$ cat src/rtl/uart_rx_oversample.sv
// uart_rx_oversample
// Stand-alone UART receiver. The serial line is synchronized, sampled three
// times around the middle of every bit (offsets h-1, h, h+1 with h = P/2) and
// majority-voted. Optional even/odd parity and the stop bit are checked. A good
// frame updates p_data with a one-cycle data_valid strobe. A bad frame raises a
// one-cycle parity_error or stop_error strobe and leaves p_data untouched.
module uart_rx_oversample #(
  parameter int DWIDTH   = 8,
  parameter int PWIDTH   = 6,
  parameter int PRESCALE = 8
) (
  input  logic              clk_rx,
  input  logic              rst,
  input  logic              rx_in,
  input  logic              parity_en,
  input  logic              parity_type,
  input  logic [PWIDTH-1:0] prescale,
  output logic [DWIDTH-1:0] p_data,
  output logic              data_valid,
  output logic              parity_error,
  output logic              stop_error
);

  localparam int                BW       = (DWIDTH > 1) ? $clog2(DWIDTH) : 1;
  localparam logic [PWIDTH-1:0] P_MIN    = PWIDTH'(4);
  localparam logic [PWIDTH-1:0] P_RST    = (PRESCALE < 4) ? P_MIN : PWIDTH'(PRESCALE);
  localparam logic [BW-1:0]     LAST_BIT = BW'(DWIDTH - 1);

  typedef enum logic [2:0] {
    ST_IDLE,
    ST_START,
    ST_DATA,
    ST_PARITY,
    ST_STOP
  } state_t;

  state_t state_q, state_d;

  // Synchronized line
  logic rx_meta;
  logic rx_s;

  // Frame configuration, frozen at the start edge
  logic [PWIDTH-1:0] p_q;
  logic              par_en_q;
  logic              par_type_q;

  // Bit timing and sampling
  logic [PWIDTH-1:0] cnt_q, cnt_d;
  logic [PWIDTH-1:0] half;
  logic [PWIDTH-1:0] p_in_eff;
  logic [BW-1:0]     bit_q;
  logic [1:0]        samp_q;
  logic              at_s0, at_s1, at_dec, at_end;
  logic              maj;

  // Received data and parity result
  logic [DWIDTH-1:0] shreg_q;
  logic              par_err_q;

  // FSM control strobes
  logic start_frame;
  logic shift_en;
  logic bit_inc;
  logic par_chk;
  logic stop_dec;

  // Two-flop synchronizer; both flops reset to the idle-high line level so
  // reset can never be mistaken for a start edge.
  always_ff @(posedge clk_rx) begin
    // NOTE: clocked blocks use non-blocking assignments only, so rx_s takes the
    // pre-edge value of rx_meta and the two flops really form a two-stage chain.
    if (rst) begin
      rx_meta <= 1'b1;
      rx_s    <= 1'b1;
    end else begin
      rx_meta <= rx_in;
      rx_s    <= rx_meta;
    end
  end

  // Position decode within the current bit and the 3-sample majority vote.
  assign p_in_eff = (prescale < P_MIN) ? P_MIN : prescale;
  assign half     = p_q >> 1;
  assign at_s0    = (cnt_q == (half - PWIDTH'(1)));
  assign at_s1    = (cnt_q == half);
  assign at_dec   = (cnt_q == (half + PWIDTH'(1)));
  assign at_end   = (cnt_q == (p_q - PWIDTH'(1)));
  assign maj      = (samp_q[0] & samp_q[1]) | (samp_q[0] & rx_s) | (samp_q[1] & rx_s);

  // FSM state register.
  always_ff @(posedge clk_rx) begin
    if (rst) begin
      state_q <= ST_IDLE;
    end else begin
      state_q <= state_d;
    end
  end

  // FSM next-state and control strobes.
  always_comb begin
    // NOTE: every signal written here gets a default first; a path that skips
    // an assignment would otherwise infer a latch.
    state_d     = state_q;
    start_frame = 1'b0;
    shift_en    = 1'b0;
    bit_inc     = 1'b0;
    par_chk     = 1'b0;
    stop_dec    = 1'b0;
    unique case (state_q)
      ST_IDLE: begin
        if (!rx_s) begin
          start_frame = 1'b1;
          state_d     = ST_START;
        end
      end
      ST_START: begin
        // A start bit that votes high was only a glitch.
        if (at_dec && maj) begin
          state_d = ST_IDLE;
        end else if (at_end) begin
          state_d = ST_DATA;
        end
      end
      ST_DATA: begin
        shift_en = at_dec;
        bit_inc  = at_end;
        if (at_end && (bit_q == LAST_BIT)) begin
          state_d = par_en_q ? ST_PARITY : ST_STOP;
        end
      end
      ST_PARITY: begin
        par_chk = at_dec;
        if (at_end) begin
          state_d = ST_STOP;
        end
      end
      ST_STOP: begin
        // Leave at the decision point so an immediate next start is caught.
        if (at_dec) begin
          stop_dec = 1'b1;
          state_d  = ST_IDLE;
        end
      end
      default: begin
        state_d = ST_IDLE;
      end
    endcase
  end

  // Edge counter: the IDLE cycle that sees the start edge is offset 0 of the
  // start bit, so the counter leaves IDLE already at 1.
  always_comb begin
    cnt_d = cnt_q + PWIDTH'(1);
    if (state_q == ST_IDLE) begin
      cnt_d = start_frame ? PWIDTH'(1) : '0;
    end else if ((state_d == ST_IDLE) || at_end) begin
      cnt_d = '0;
    end
  end

  // Frame datapath: configuration latch, counters, samples, shift register
  // and stored parity result.
  always_ff @(posedge clk_rx) begin
    // NOTE: the datapath registers are reset as well, so no frame state can
    // leak across a reset that lands mid-frame.
    if (rst) begin
      p_q        <= P_RST;
      par_en_q   <= 1'b0;
      par_type_q <= 1'b0;
      cnt_q      <= '0;
      bit_q      <= '0;
      samp_q     <= 2'b11;
      shreg_q    <= '0;
      par_err_q  <= 1'b0;
    end else begin
      cnt_q <= cnt_d;
      if (start_frame) begin
        p_q        <= p_in_eff;
        par_en_q   <= parity_en;
        par_type_q <= parity_type;
        bit_q      <= '0;
        par_err_q  <= 1'b0;
      end
      if (state_q != ST_IDLE) begin
        if (at_s0) samp_q[0] <= rx_s;
        if (at_s1) samp_q[1] <= rx_s;
      end
      if (bit_inc) begin
        bit_q <= bit_q + BW'(1);
      end
      if (shift_en) begin
        shreg_q <= {maj, shreg_q[DWIDTH-1:1]};
      end
      if (par_chk) begin
        par_err_q <= maj ^ (^shreg_q) ^ par_type_q;
      end
    end
  end

  // Frame outcome, registered: strobes last one cycle, p_data only moves on a
  // good frame and parity failure wins over stop failure.
  always_ff @(posedge clk_rx) begin
    if (rst) begin
      p_data       <= '0;
      data_valid   <= 1'b0;
      parity_error <= 1'b0;
      stop_error   <= 1'b0;
    end else begin
      data_valid   <= 1'b0;
      parity_error <= 1'b0;
      stop_error   <= 1'b0;
      if (stop_dec) begin
        if (par_err_q) begin
          parity_error <= 1'b1;
        end else if (!maj) begin
          stop_error <= 1'b1;
        end else begin
          p_data     <= shreg_q;
          data_valid <= 1'b1;
        end
      end
    end
  end

endmodule

$ cat config.mk
export PLATFORM = sky130hd
export DESIGN_NAME = uart_rx_oversample
export DESIGN_NICKNAME = d
export VERILOG_FILES = /design/src/rtl/uart_rx_oversample.sv
export SDC_FILE = /design/constraint.sdc
export NUM_CORES = 1
export LEC_CHECK = 0
export BUFFER_PORTS_ARGS = -buffer_cell sky130_fd_sc_hd__clkbuf_2
export CAP_MARGIN = 40
export CORE_ASPECT_RATIO = 0.6
export CORE_MARGIN = 2
export CORE_UTILIZATION = 35
export CTS_BUF_LIST = sky130_fd_sc_hd__clkbuf_2 sky130_fd_sc_hd__clkbuf_4 sky130_fd_sc_hd__clkbuf_8
export DETAILED_ROUTE_END_ITERATION = 8
export PLACE_DENSITY_LB_ADDON = 0.2
export SLEW_MARGIN = 40
export SYNTH_ARGS = -nofsm -noshare
export SYNTH_HDL_FRONTEND = slang
export SYNTH_SLANG_ARGS = --single-unit
$ cat constraint.sdc
create_clock -name clk_rx -period 3.9 [get_ports clk_rx]
set_clock_uncertainty 0.2 [all_clocks]
set_input_delay 0.78 -clock clk_rx [delete_from_list [all_inputs] [get_ports clk_rx]]
set_output_delay 0.78 -clock clk_rx [all_outputs]
set_load 0.02 [all_outputs]
# Yosys cells after proc, flatten, opt, wreduce, memory -nomap -nowiden

Cells that the tools add are included.

Memory bits (read-only): 0
Logic and storage cells: 80
Register bits after elaboration: 44
Bits in latches: 0
Memories: 0
Output and inout port bits: 11
Memory bits (writable): 0
Input port bits: 11

Shift operators: 0
Bitwise logic cells: 9
Reduce and logical (&&, ||, !) cells: 14
Divide/modulo/power cells: 0
Equality and inequality tests: 9
Multipliers: 0
Muxes and demuxes: 26
$lt $le $gt $ge: 1
Add/subtract/negate cells: 5

Operators with widths:

| kind                | number |
|---|---|
| $mux 3              | 9 |
| $eq 6x6->1          | 3 |
| $mux 6              | 3 |
| $pmux 3 s5          | 1 |
| $mux 1              | 13 |
| $reduce_xor 8->1    | 1 |
| $add 5x1->6 const B | 1 |
| $add 6x1->6 const B | 1 |
| $eq 3x2->1 const B  | 2 |
| $eq 3x3->1 const B  | 2 |
| $eq 6x5->1          | 1 |
| $logic_not 3->1     | 2 |
| $lt 6x3->1 const B  | 1 |
| $sub 5x1->6 const B | 1 |
| $sub 6x1->6 const B | 1 |
| $reduce_and 2->1    | 2 |
| $reduce_bool 2->1   | 2 |
| $add 3x1->3 const B | 1 |
| $and 1x1->1         | 3 |
| $eq 3x1->1 const B  | 1 |
| $reduce_and 3->1    | 1 |
| $reduce_bool 3->1   | 1 |
| $reduce_or 3->1     | 1 |
| $logic_and 1x1->1   | 2 |
| other kinds (5)     | 8 |

# Depth between registers and ports, before layout

Depth in word-level cells: 10
Gate-level depth with buffers: 9
Mapped depth without buffers: 8

# Worst setup path before layout

Ideal clock, no wire load.

Path kind: register to register
Start point: register p_q[2]
End point: register shreg_q[2]
Data required time: 3.572 ns
Slack: 1.372 ns
Data arrival time: 2.200 ns
Buffers on the path: 1
Clock period less this slack: 2.528 ns
Setup time: 0.128 ns
Stages on the path, launching flop included: 10
Cells stage by stage: dfxtp_1 > buf_2 > inv_1 > ha_1 > xnor2_1 > nor2b_2 > nand4_4 > nor4_4 > mux2i_1 > nor2_1

Longest elaborated chain between the ends: 3

RTL lines:

| what                     | line | RTL |
|---|---|---|
| start: declaration       | 44   | `logic [PWIDTH-1:0] p_q;` |
| start signal: assignment | 179  | `p_q <= p_in_eff;` |
| $add 5x1->6              | 87   | `assign at_dec = (cnt_q == (half + PWIDTH'(1)));` |
| $eq 6x6->1               | 87   |  |
| $mux 1                   | 110  | `unique case (state_q)` |
| end signal: assignment   | 193  | `shreg_q <= {maj, shreg_q[DWIDTH-1:1]};` |
| end: declaration         | 58   | `logic [DWIDTH-1:0] shreg_q;` |

Every way passes these cells.
A chain may end at the register's enable or synchronous reset.

# Final worst setup path

Start point: register p_q[2]
End point: register shreg_q[5]

The elaborated chain is that of the path after synthesis.

==> results.md <==
- Clock power frac: 41.4%
- Setup Buffers After CTS: 0
- Clk sinks: 44
- Antenna violations before repair: 0
- Syn nets: 283
- Total power: 0.0009064 W
- Data arrival, critical path: 2.91 ns
- Clk Latency, worst-skew pair: 0.31 ns
- Worst min-delay path class: reg2reg
- Sw Share: 23.82%
- Grt ovf: 0
- Slew margin rel.: 49.65%
- Slew @ Worst Pin: 0.7553 ns
- Crit path largest cell delay: 0.67 ns
- CTS max path bufs: 2
- Ant diodes: 0
- Post-synth cell types: 46
- Initial core utilization: 35.95%
- CTS tree: built
- Mapped Area: 0.002390 mm^2
- Worst setup SP type: flip-flop
- CP Launch Point: p_q[2]
- RSZ-0062 raised after global routing: no
- Hold_sp: rx_meta
- Slowest CP cell: nor4_4
- Cells after Synth: 265
- Ys flop type: dfxtp_1
- Initial DRC count: 101
- Count of final hold-check violations: 0
- Critical Path End Type: flip-flop
- Synth async-reset ratio: 0%
- Routability cong.: 0.8799
- Routed length per instance: 14.30 um
- CTS resizes: 0
- P&R area growth vs syn: 11.20%
- Residual DRC: 0
- Overall Global Routing Usage: 15.53%
- Switching pwr: 0.0002159 W
- Pre-Repair DR Iteration Count: 4
- Mean post-synth cell area: 9.018 um^2
- Most frequent cells in the layout: dfxtp_1 (44), nor2_1 (28), nand2_1 (22)
- Vias in the first global route: 1717
- Max-Cap Viols: 0
- Chip height: 68.01 um
- Register bit count reported by yosys: 44
- Logic pwr share: 7.4%
- Quantity of hold-fixing buffers added after cts: 0
- Setup-failing EPs final: 0
- Die Width: 110.7 um
- Global-route wire length before repair: 9025 um
- Slew Viols, Final: 0
- FF-to-FF Start: p_q[2]
- Htree depth: 2
- Worst Path Required: 3.88 ns
- F_max: 340.4 MHz
- CP Cell Sequence: inv_1 > ha_1 > xnor2_1 > nor2b_2 > nand4_4 > nor4_4 > mux2i_1 > nor2_1
- P_leak: 0.9567 nW
- Largest net degree at the start of global routing: 39
- Status: finished, final reports clean
- Routed via count: 1831
- Crit Path Max Fanout: 9
- CORE AREA: 0.006648 mm^2
- Register area share after synthesis: 36.86%
- Most common cell after layout, fill and taps aside: dfxtp_1
- Worst vdd ir: 215.7 uV
- Internal: 0.0006905 W
- Sequential Power Share: 51.2%
- Fin nets: 299
- Yosys warning count: 0
- Total negative slack: 0 ns
- Final worst-path cycle share: 75.33%
- Clock slew at reported path FFs: 0.09 ns
- Tmin final: 2.938 ns
- Fin util: 39.98%
- Final HPWL DP: 3877 um
- Power Density: 341.1 mW/mm^2
- Post-synth EDFFs: 0
- Pre-CTS WS: 0.9626 ns
- Row cnt: 23
- DR vias/cell: 4.962
- DRT antenna net count: 0
- I/O pins: 22
- Die Footprint: 0.007526 mm^2
- CP Class: reg2reg
- Post-Route WL: 5277 um
- Final worst setup slack: 0.9621 ns
- Layout cells sized above 1: 15.96%
- Port bufs: 21
- CTS Root Cell: clkbuf_8
- CTS buffer count: 5
==> metal layers <==
metal,global-route usage [%],part of all wire (%),up-vias
li1,-,-,952
met1,23.52,58,833
met4,5.781,1.1,0
met3,4.517,5.6,4
met5,0,0,-
met2,20.17,35,42
==> metrics by stage <==
step	hold WS, ns	instances	area, um^2
2_1_floorplan	0.1895	265	2390
3_3_place_gp	0.1964	361	2536
3_5_place_dp	0.1942	361	2536
4_1_cts	0.2170	369	2658
5_1_grt	0.2315	369	2658
6_report	0.2145	369	2658
==> cell families after synthesis <==
family	after synthesis	share of synthesized area, %
AND/OR/NAND/NOR	107	24.35
flip-flops	44	36.86
AO/OA/AOI/OAI	33	9.948
XOR/XNOR	29	11.26
buffers and inverters	23	4.712
multiplexers	21	8.796
adder cells (fa/ha/maj)	8	4.084
==> power groups by stage <==
| stage | Clock, W | Combinational (W) | Sequential (W) |
|---|---|---|---|
| 2_1_floorplan | 0 | 0.0000560 | 0.000467 |
| 3_3_place_gp | 0 | 0.0000662 | 0.000474 |
| 3_5_place_dp | 0 | 0.0000668 | 0.000474 |
| 4_1_cts | 0.000390 | 0.0000670 | 0.000464 |
| 5_1_grt | 0.000415 | 0.0000749 | 0.000466 |
| 6_report | 0.000376 | 0.0000671 | 0.000464 |
==> layout make-up <==
cell class	count	area [um^2]
fillers	694	3990
multi-input cells	198	1396
flip-flops and latches	44	880.8
repair buffers	22	112.6
well taps	87	108.9
clock buffers	6	82.58
clock inverters	2	38.79
inverters	10	37.54
==> worst paths after layout <==
path | slack (ns) | end | cells past startpoint
worst max-delay path | 0.96 | shreg_q[5] | 8
worst min-delay path | 0.21 | rx_s | 1
worst max register to register | 0.96 | shreg_q[5] | 8
worst min register to register | 0.21 | rx_s | 1
==> Yosys cell counts, types with 7 or more instances <==
master / count / area, um^2
mux2i_1: 21 / 210.2
xor2_1: 9 / 78.83
nor2_1: 28 / 105.1
nor3_1: 9 / 45.04
clkbuf_1: 7 / 26.28
nand2_1: 22 / 82.58
nand2b_1: 7 / 43.79
dfxtp_1: 44 / 880.8
nand3_1: 8 / 40.04
inv_1: 10 / 37.54
xnor2_1: 18 / 157.7
ha_1: 7 / 87.58
a21oi_1: 10 / 50.05
==> sequential cells by signal, summed over array words and instances (netlist names), 2 cells and up <==
name,flops
bit_q,3
p_data,8
cnt_q,6
shreg_q,8
p_q,6
samp_q,2
state_q,3
==> critical path: cells and delay by family (launching register included) <==
| family | cells | cell delay [ns] |
|---|---|---|
| simple gates | 4 | 1.11 |
| flops | 1 | 0.52 |
| fa+ha+maj | 1 | 0.31 |
| mux | 1 | 0.30 |
| xor+xnor | 1 | 0.22 |
| buf+inv | 1 | 0.14 |
Power figures use the tool's default switching activity.
